[src/rtl/mandel_iter_engine_if.sv]
// Pixel request/response bundle between the coordinate generator and mandel_iter_engine.
// The master issues c and start; the slave (engine) reports the escape count.
interface mandel_iter_engine_if #(
  parameter int unsigned CNT_W = 8
);
  logic                start;
  logic signed [10:0]  cx;
  logic signed [10:0]  cy;
  logic                ready;
  logic                done;
  logic [CNT_W-1:0]    iter_count;
  logic                in_set;

  modport master (
    output start, cx, cy,
    input  ready, done, iter_count, in_set
  );

  modport slave (
    input  start, cx, cy,
    output ready, done, iter_count, in_set
  );
endinterface

[src/rtl/mandel_iter_engine.sv]
// Mandelbrot escape-time iterator for one pixel: z <- z^2 + c in Q3.8, sharing a single
// pipelined signed_multiplier for x*x, y*y and x*y on successive cycles.

module signed_multiplier #(
  parameter int unsigned A_W = 11,
  parameter int unsigned B_W = 11,
  parameter int unsigned LAT = 3
) (
  input  logic                       clk,
  input  logic                       ce,
  input  logic signed [A_W-1:0]      a,
  input  logic signed [B_W-1:0]      b,
  output logic signed [A_W+B_W-1:0]  p
);
  logic signed [A_W+B_W-1:0] pipe [LAT];

  always_ff @(posedge clk) begin
    if (ce) begin
      pipe[0] <= a * b;
      for (int unsigned i = 1; i < LAT; i++) begin
        pipe[i] <= pipe[i-1];
      end
    end
  end

  assign p = pipe[LAT-1];
endmodule

module mandel_iter_engine #(
  parameter int unsigned MAX_ITER = 255,
  parameter int unsigned CNT_W    = 8,
  parameter int unsigned MULT_LAT = 3
) (
  input logic                 clk,
  input logic                 rst,
  mandel_iter_engine_if.slave bus
);
  localparam int unsigned PH_W = $clog2(MULT_LAT + 3);
  localparam logic [PH_W-1:0] PH_XX = PH_W'(MULT_LAT);
  localparam logic [PH_W-1:0] PH_YY = PH_W'(MULT_LAT + 1);
  localparam logic [PH_W-1:0] PH_XY = PH_W'(MULT_LAT + 2);
  localparam logic [22:0]     FOUR  = 23'd262144;

  typedef enum logic [2:0] {
    S_IDLE,
    S_MUL,
    S_WAIT,
    S_UPDATE,
    S_DONE
  } state_t;

  state_t state_q, state_d;

  logic [PH_W-1:0]    phase_q;
  logic signed [10:0] cx_q, cy_q, x_q, y_q;
  logic [CNT_W-1:0]   iter_q;
  logic signed [21:0] xx_q, yy_q, xy_q;
  logic [CNT_W-1:0]   iter_count_q;
  logic               in_set_q;

  logic signed [10:0] mul_a, mul_b;
  logic signed [21:0] mul_p;

  logic [22:0]        mag;
  logic               esc, max_hit;
  logic signed [22:0] diff, diff_sh, dbl, dbl_sh;
  logic signed [23:0] x_sum, y_sum;
  logic signed [10:0] x_next, y_next;

  function automatic logic signed [10:0] sat11(input logic signed [23:0] v);
    if (v > 24'sd1023)
      return 11'sh3FF;
    else if (v < -24'sd1024)
      return 11'sh400;
    else
      return v[10:0];
  endfunction

  signed_multiplier #(
    .A_W (11),
    .B_W (11),
    .LAT (MULT_LAT)
  ) u_mult (
    .clk (clk),
    .ce  (1'b1),
    .a   (mul_a),
    .b   (mul_b),
    .p   (mul_p)
  );

  always_comb begin
    mag     = {1'b0, xx_q} + {1'b0, yy_q};
    esc     = (mag > FOUR);
    max_hit = (iter_q == CNT_W'(MAX_ITER));
    diff    = 23'(xx_q) - 23'(yy_q);
    diff_sh = diff >>> 8;
    dbl     = 23'(xy_q) <<< 1;
    dbl_sh  = dbl >>> 8;
    x_sum   = 24'(diff_sh) + 24'(cx_q);
    y_sum   = 24'(dbl_sh) + 24'(cy_q);
    x_next  = sat11(x_sum);
    y_next  = sat11(y_sum);
  end

  always_ff @(posedge clk) begin
    if (rst)
      state_q <= S_IDLE;
    else
      state_q <= state_d;
  end

  always_comb begin
    state_d = state_q;
    mul_a   = x_q;
    mul_b   = x_q;
    unique case (state_q)
      S_IDLE:   if (bus.start) state_d = S_MUL;
      S_MUL: begin
        if (phase_q == PH_W'(1)) begin
          mul_a = y_q;
          mul_b = y_q;
        end else if (phase_q == PH_W'(2)) begin
          mul_b = y_q;
          state_d = S_WAIT;
        end
      end
      S_WAIT:   if (phase_q == PH_XY) state_d = S_UPDATE;
      S_UPDATE: state_d = (esc || max_hit) ? S_DONE : S_MUL;
      S_DONE:   state_d = S_IDLE;
      default:  state_d = S_IDLE;
    endcase
  end

  // Product capture is keyed only to phase_q, which restarts at every MUL entry, so
  // results still draining from an aborted run can never be latched.
  always_ff @(posedge clk) begin
    if (rst) begin
      phase_q      <= '0;
      cx_q         <= '0;
      cy_q         <= '0;
      x_q          <= '0;
      y_q          <= '0;
      iter_q       <= '0;
      xx_q         <= '0;
      yy_q         <= '0;
      xy_q         <= '0;
      iter_count_q <= '0;
      in_set_q     <= 1'b0;
    end else begin
      if (state_q == S_MUL || state_q == S_WAIT) begin
        phase_q <= phase_q + PH_W'(1);
        if (phase_q == PH_XX) xx_q <= mul_p;
        if (phase_q == PH_YY) yy_q <= mul_p;
        if (phase_q == PH_XY) xy_q <= mul_p;
      end else begin
        phase_q <= '0;
      end

      if (state_q == S_IDLE && bus.start) begin
        cx_q   <= bus.cx;
        cy_q   <= bus.cy;
        x_q    <= '0;
        y_q    <= '0;
        iter_q <= '0;
      end

      if (state_q == S_UPDATE) begin
        if (esc) begin
          iter_count_q <= iter_q;
          in_set_q     <= 1'b0;
        end else if (max_hit) begin
          iter_count_q <= CNT_W'(MAX_ITER);
          in_set_q     <= 1'b1;
        end else begin
          x_q    <= x_next;
          y_q    <= y_next;
          iter_q <= iter_q + CNT_W'(1);
        end
      end
    end
  end

  assign bus.ready      = (state_q == S_IDLE);
  assign bus.done       = (state_q == S_DONE);
  assign bus.iter_count = iter_count_q;
  assign bus.in_set     = in_set_q;
endmodule

[src/flat_wrapper.sv]
// flat-port wrapper written by rule: the top's interface ports become plain ports
module mandel_iter_engine_flat 
#(
  parameter int unsigned MAX_ITER = 255,
  parameter int unsigned CNT_W    = 8,
  parameter int unsigned MULT_LAT = 3
)
  (clk, rst, bus_start, bus_cx, bus_cy, bus_ready, bus_done, bus_iter_count, bus_in_set);
  mandel_iter_engine_if #(.CNT_W(CNT_W)) bus_i ();
  input logic clk;
  input logic rst;
  input wire logic [$bits(bus_i.start)-1:0] bus_start;
  input wire logic [$bits(bus_i.cx)-1:0] bus_cx;
  input wire logic [$bits(bus_i.cy)-1:0] bus_cy;
  output wire logic [$bits(bus_i.ready)-1:0] bus_ready;
  output wire logic [$bits(bus_i.done)-1:0] bus_done;
  output wire logic [$bits(bus_i.iter_count)-1:0] bus_iter_count;
  output wire logic [$bits(bus_i.in_set)-1:0] bus_in_set;
  assign bus_i.start = bus_start;
  assign bus_i.cx = bus_cx;
  assign bus_i.cy = bus_cy;
  assign bus_ready = bus_i.ready;
  assign bus_done = bus_i.done;
  assign bus_iter_count = bus_i.iter_count;
  assign bus_in_set = bus_i.in_set;
  mandel_iter_engine #(.MAX_ITER(MAX_ITER), .CNT_W(CNT_W), .MULT_LAT(MULT_LAT)) u_core (.clk(clk), .rst(rst), .bus(bus_i));
endmodule
[config.mk]
export PLATFORM = sky130hd
export DESIGN_NAME = mandel_iter_engine_flat
export DESIGN_NICKNAME = d
export VERILOG_FILES = /design/src/rtl/mandel_iter_engine_if.sv /design/src/rtl/mandel_iter_engine.sv /design/src/flat_wrapper.sv
export SDC_FILE = /design/constraint.sdc
export NUM_CORES = 1
export LEC_CHECK = 0
export ABC_CLOCK_PERIOD_IN_PS = 7900
export CORE_MARGIN = 2
export CORE_UTILIZATION = 50
export CTS_BUF_LIST = sky130_fd_sc_hd__clkbuf_4
export CTS_CLUSTER_DIAMETER = 50
export DETAILED_ROUTE_END_ITERATION = 12
export PLACE_DENSITY_LB_ADDON = 0.2
export SYNTH_ARGS = -nofsm -noshare
export SYNTH_HDL_FRONTEND = slang
export SYNTH_SLANG_ARGS = --single-unit
[constraint.sdc]
create_clock -name clk -period 7.9 [get_ports clk]
set_clock_uncertainty 0.15 [all_clocks]
set_input_delay 1.58 -clock clk [delete_from_list [all_inputs] [get_ports clk]]
set_output_delay 1.58 -clock clk [all_outputs]
set_load 0.1 [all_outputs]
### Yosys cells after proc, flatten, opt, wreduce, memory -nomap -nowiden

Memory sizes are Yosys's and may differ from the RTL's.
Index checks and enable logic that the tools add are counted.

| operators by class | value |
|---|---|
| add/sub/neg operators | 6 |
| multipliers | 1 |
| order comparisons | 5 |
| equal/unequal tests | 14 |
| multiplexer cells | 31 |
| bitwise operators | 1 |
| reductions and logical operators | 11 |

Operators with widths:

| operator | count |
|---|---|
| 11-bit two-way mux | 17 |
| 24-bit by 11-bit greater-than comparator with 1-bit output, second input constant | 2 |
| 24-bit by 11-bit < comparator with 1-bit output, second input constant | 2 |
| 8-bit two-way mux | 6 |
| 15-bit by 11-bit adder with 16-bit output | 2 |
| 22-bit by 22-bit adder with 23-bit output | 1 |
| 23-bit by 19-bit greater-than comparator with 1-bit output, second input constant | 1 |
| 22-bit by 22-bit subtractor with 23-bit output | 1 |
| 11-bit by 11-bit multiplier with 22-bit output | 1 |
| 3-bit two-way mux | 5 |
| 3-bit by 2-bit equality test with 1-bit output, second input constant | 4 |
| 3-bit one-hot mux with 4 select lines | 1 |
| 3-bit equality test, second input constant | 3 |
| 8-bit by 1-bit adder with 8-bit output, second input constant | 1 |
| 8-bit equality test, second input constant | 1 |
| 2-bit AND reduction | 4 |
| 3-bit by 1-bit equality test with 1-bit output, second input constant | 2 |
| 2-bit by 1-bit != test with 1-bit output, second input constant | 2 |
| 2-bit != test, second input constant | 2 |
| 4-bit AND reduction | 1 |
| 3-bit by 1-bit adder with 3-bit output, second input constant | 1 |
| 3-bit zero test | 1 |
| 1-bit logical OR | 2 |
| 1-bit two-way mux | 2 |
| 4 further kinds | 4 |

| storage, ports and cells | value |
|---|---|
| flip-flop bits (word level) | 133 |
| RAM bits | 66 |
| logic and storage cells | 82 |
| memories | 1 |

Memories:

| memory | depth | width | read ports | clocked after Yosys merged registers in | wr ports | line | text |
|---|---|---|---|---|---|---|---|
| u_core.u_mult.pipe | 3 | 22 | 3 | 0 | 3 | mandel_iter_engine.sv:15 | `logic signed [A_W+B_W-1:0] pipe [LAT];` |

### Longest topological paths before layout

| depth | value |
|---|---|
| word-level depth | 8 |
| depth in mapped cells | 29 |
| mapped depth without buffers | 27 |

### Hierarchy

Synthesis repeated with hierarchy kept, for this count alone.

| unflattened totals | value |
|---|---|
| cell total of the unflattened synthesis | 1,785 |
| area total of the unflattened synthesis | 15,975.3 µm² |

By module, submodules not included:

| module | times used | cells each | area each (µm²) |
|---|---|---|---|
| mandel_iter_engine | 1 | 1,142 | 8,966.1 |
| signed_multiplier | 1 | 643 | 7,009.2 |

### Worst setup path after synthesis

Ideal clock, no wire load.

| timing | value |
|---|---|
| path kind | reg-to-reg |
| start | reg u_core.state_q[1] |
| end | mem u_core.u_mult.pipe[0][21] (netlist name) |
| setup time | 72 ps |
| arrival time | 6,361 ps |
| path slack | 1,316 ps |
| cell stages (with the launch flop) | 26 |
| clock period less this slack | 6,584 ps |
| cells stage by stage | dfxtp_1 -> clkbuf_1 -> nor2_1 -> nand2_1 -> nor2_1 -> o21ai_0 -> buf_1 -> buf_1 -> mux2_2 -> nand2_1 -> fa_1 -> inv_1 -> fa_1 -> fa_1 -> fa_1 -> inv_1 -> fa_1 -> inv_1 -> ha_1 -> and2_1 -> a31o_2 -> a211oi_1 -> o311ai_0 -> a21o_1 -> a21oi_1 -> xnor2_1 |

RTL lines:

| element | line | text |
|---|---|---|
| start: declaration | mandel_iter_engine.sv:52 | `state_t state_q, state_d;` |
| start signal: assignment | mandel_iter_engine.sv:109 | `state_q <= state_d;` |
| end: declaration | mandel_iter_engine.sv:15 |  |

==> impl_results.md <==
* Clk pin slew, worst setup/hold paths at 190 ps
* Hold Path End: u_core.u_mult.pipe[0][25]
* WP buf/inv at 3
* Nets at around 2000
* Type of the worst setup path: register to register
* Hold Path Stages at 0
* Die height at ~180 um
* Post-route DRC at 0
* CTS Buffer Depth at 2
* Setup TNS at 0 ps
* EDFF count, synth at 0
* WP depth at 20
* CTS tree: yes
* Reg power frac at 0.492
* Post-synth top flop: dfxtp_1
* Data arrival, critical path at 7580 ps
* Drt pass-1 iters at 5
* Cell Area, Synth at around 15000 sq um
* Gr ovfl total at 0
* Status: completed
* Detailed Place HPWL at slightly below 30 mm
* Tot GR Track Use at 0.2481
* Share of layout cells above drive strength 1 at 0.04343
* Most used cell along the critical path: fa_1
* Async set-reset flop share out of synthesis at 0
* Switching power at 0.0008783 W
* Worst VDD drop at between 0.1 and 0.15 mV
* Leading area contributor after synthesis: dfxtp_1
* Number of global-route vias before repair at roughly 12000
* Max Slew Vio Count at 0
* Worst setup SP type: register
* Total CTS buffers at 17
* Met1 Usage GRT at 0.3436
* Io pins at 36
* Maxcap violations at 0
* Critical Path RT at approximately 8300 ps
* Reg2reg start: u_core.phase_q[0]
* Final setup violation count at 0
* Grt met2 use at 0.3990
* P&R area growth vs syn at 6.065%
* Post-Synthesis Cells at ~1800
* Grt met3 use at 0.03295
* Inst Count DP at 2154
* Syn Area/Cell at 8.309 sq um
* Core ar. at 29480 sq um
* Most common cell after layout, fill and taps aside: nand2_1
* Logic pwr share at 0.271
* CP max stage delay at 810 ps
* R2r setup slk at 750 ps
* Starting density of the core at 0.5045
* Crit path max-delay family: adder cells
* Placer Congestion at 0.9368
* Routed Antenna Nets at 0
* Top cells by area, synth: dfxtp_1, fa_1, ha_1
* Register area at between 3000 and 4000 sq um
* Cells along the critical path: inv_1 > ha_1 > o21ai_2 > mux2i_1 > nor2_1 > fa_1 > fa_1 > fa_1 > fa_1 > inv_1 > fa_1 > inv_1 > ha_1 > and2_1 > a31o_2 > a211oi_1 > o311ai_0 > a21o_1 > a21oi_1 > xnor2_1
* Sequential area share after synthesis at 0.2584
* CP endpoint kind: register
* Fmax at 139.8 MHz
* Commonest non-fill, non-tap cells in the layout: nand2_1, inv_1, dfxtp_1
* Area of the multi-input gates at 9937 sq um
* Crit share post-route at 0.9055
* Fin util at 0.5351
* Worst hold path class: register to register
* Syn_nets at 2064
* CP max FO at 11
* Via density per instance at 5.524
* Power Density at 142.5 nW/um^2
* Hold Vio Cnt, Final at 0
* Worst Reg-to-Reg Cells at 20
* CP max-delay cell: mux2i_1
* Clock power frac at 0.237
* Cts hold-fix bufs at 0
* Unrepaired setup endpoints after global routing: false
* H-Tree Level Count at 4
* Largest net degree at the start of global routing at 99
* Normalized max-slew margin at 0.2519
* Site Rows at between 60 and 70
* Leakage at 7.032 nW
* Drt initial violations at 783
* Via count at approximately 12000
* Yosys cell types at 77
* Non-Filler Instances at 2187
* Antenna violations before repair at 2
* Pint at 0.001370 W
* Die area at roughly 31000 sq um
* CTS sink cnt at between 150 and 200
* Number of gates resized after cts at 0
* Most crowded layer after global routing: met2
* Overall power at 0.002249 W
* Worst Hold Slack at 180.9 ps
* First-pass GRT wire length at 60.90 mm
* Post-CTS Setup Inserts at 0
* Avg WL per Cell at 16.88 um
* Area share of the largest cell type after synthesis at 0.2584
* #FFs+latches synth at about 190
* CTS root buffer: clkbuf_4
* Worst-margin pin slew at 1122 ps
* R2r endpoint: u_core.u_mult.pipe[0][21]
* PortBufs at 35
* Min-delay src: u_core.u_mult.pipe[0][3]
* Die X at 176.5 um
* Skew-Pair Late Insertion Delay at 640 ps
* Warnings, synthesis at 0
* # fillers at 2839
* Switching Fraction at 0.3906
* Final Critical Period at 7154 ps
* Routed wire length at 36.92 mm
-- per-stage QoR --
step	area (sq um)	setup WS (ps)
after floorplan	14870	1316
after global placement	15520	866.2
after detailed placement	15520	827.9
after CTS	15770	776.1
after global routing	15780	321.4
final	15780	746.3
-- worst register-to-register path, cell delays in order (launching register included) --
cell and delay [ps]:
dfxtp_1 420, inv_1 80, ha_1 240, o21ai_2 470, mux2i_1 810, nor2_1 140
fa_1 500, fa_1 530, fa_1 540, fa_1 560, inv_1 60, fa_1 530
inv_1 40, ha_1 340, and2_1 190, a31o_2 220, a211oi_1 450, o311ai_0 310
a21o_1 250, a21oi_1 170, xnor2_1 130
-- power by group through the flow --
| stage | sequential, W | clock (W) | combinational [W] |
|---|---|---|---|
| detailed placement | 0.00113 | 0 | 0.000601 |
| floorplan | 0.00109 | 0 | 0.000437 |
| global placement | 0.00112 | 0 | 0.000599 |
| global route | 0.00112 | 0.000589 | 0.000672 |
| CTS | 0.00111 | 0.000550 | 0.000607 |
| finish | 0.00111 | 0.000532 | 0.000610 |
-- layer usage --
layer	vias up	share of wire	wire, um
met1	5754	0.46	17060
met4	2	0.030	1107
met3	67	0.046	1692
met5	-	0.00033	12
li1	5933	-	-
met2	324	0.46	17050
-- how the worst max path moves through the flow --
stage | startpoint | end | slack [ps]
after floorplan | u_core.state_q[1] | u_core.u_mult.pipe[0][21] | 1320
after global placement | u_core.phase_q[1] | u_core.u_mult.pipe[0][21] | 870
after detailed placement | u_core.phase_q[0] | u_core.u_mult.pipe[0][21] | 830
after CTS | u_core.phase_q[0] | u_core.u_mult.pipe[0][21] | 780
after global routing | u_core.phase_q[0] | u_core.u_mult.pipe[0][21] | 320
final | u_core.phase_q[0] | u_core.u_mult.pipe[0][21] | 750
-- layout make-up --
cell class | count | share of cell area
multi-input combinational | 1308 | 0.6299
inverter | 218 | 0.05187
clock inverter | 14 | 0.007614
tap | 390 | 0.03093
sequential | 192 | 0.2437
clock buffer | 18 | 0.008566
timing repair buffer | 46 | 0.02728
antenna | 1 | 0.0001586
-- flip-flops by register name (all words and copies together) (netlist names), 11 cells and up --
name	count
u_core.cx_q	11
u_core.cy_q	11
u_core.u_mult.pipe	66
u_core.x_q	11
u_core.xx_q	22
u_core.xy_q	15
u_core.y_q	11
u_core.yy_q	22
-- synth_stat cells (all sizes together), types with 20 or more instances --
library cell / count
a21oi: 170
nor2b: 20
nand2: 280
xnor2: 46
a211oi: 30
inv: 218
or2: 26
fa: 120
clkbuf: 55
dfxtp: 192
ha: 129
nand3: 42
nor3: 32
mux2i: 23
o21ai: 41
nor2: 122
-- kinds of logic (layout without fill, tap and decap cells) --
| logic type | after synthesis | in the layout | share of synthesized area |
|---|---|---|---|
| adders and majority gates | 249 | 249 | 0.2700 |
| DFF | 192 | 192 | 0.2584 |
| and+or+nand+nor | 607 | 607 | 0.1840 |
| AOI/OAI and AO/OA | 362 | 362 | 0.1570 |
| other | 0 | 1 | 0 |
| buffers and inverters | 290 | 296 | 0.07462 |
| muxes | 29 | 29 | 0.02002 |
| xor gates and xnor gates | 61 | 61 | 0.03592 |
No activity file was read; power rests on OpenSTA's default activity.
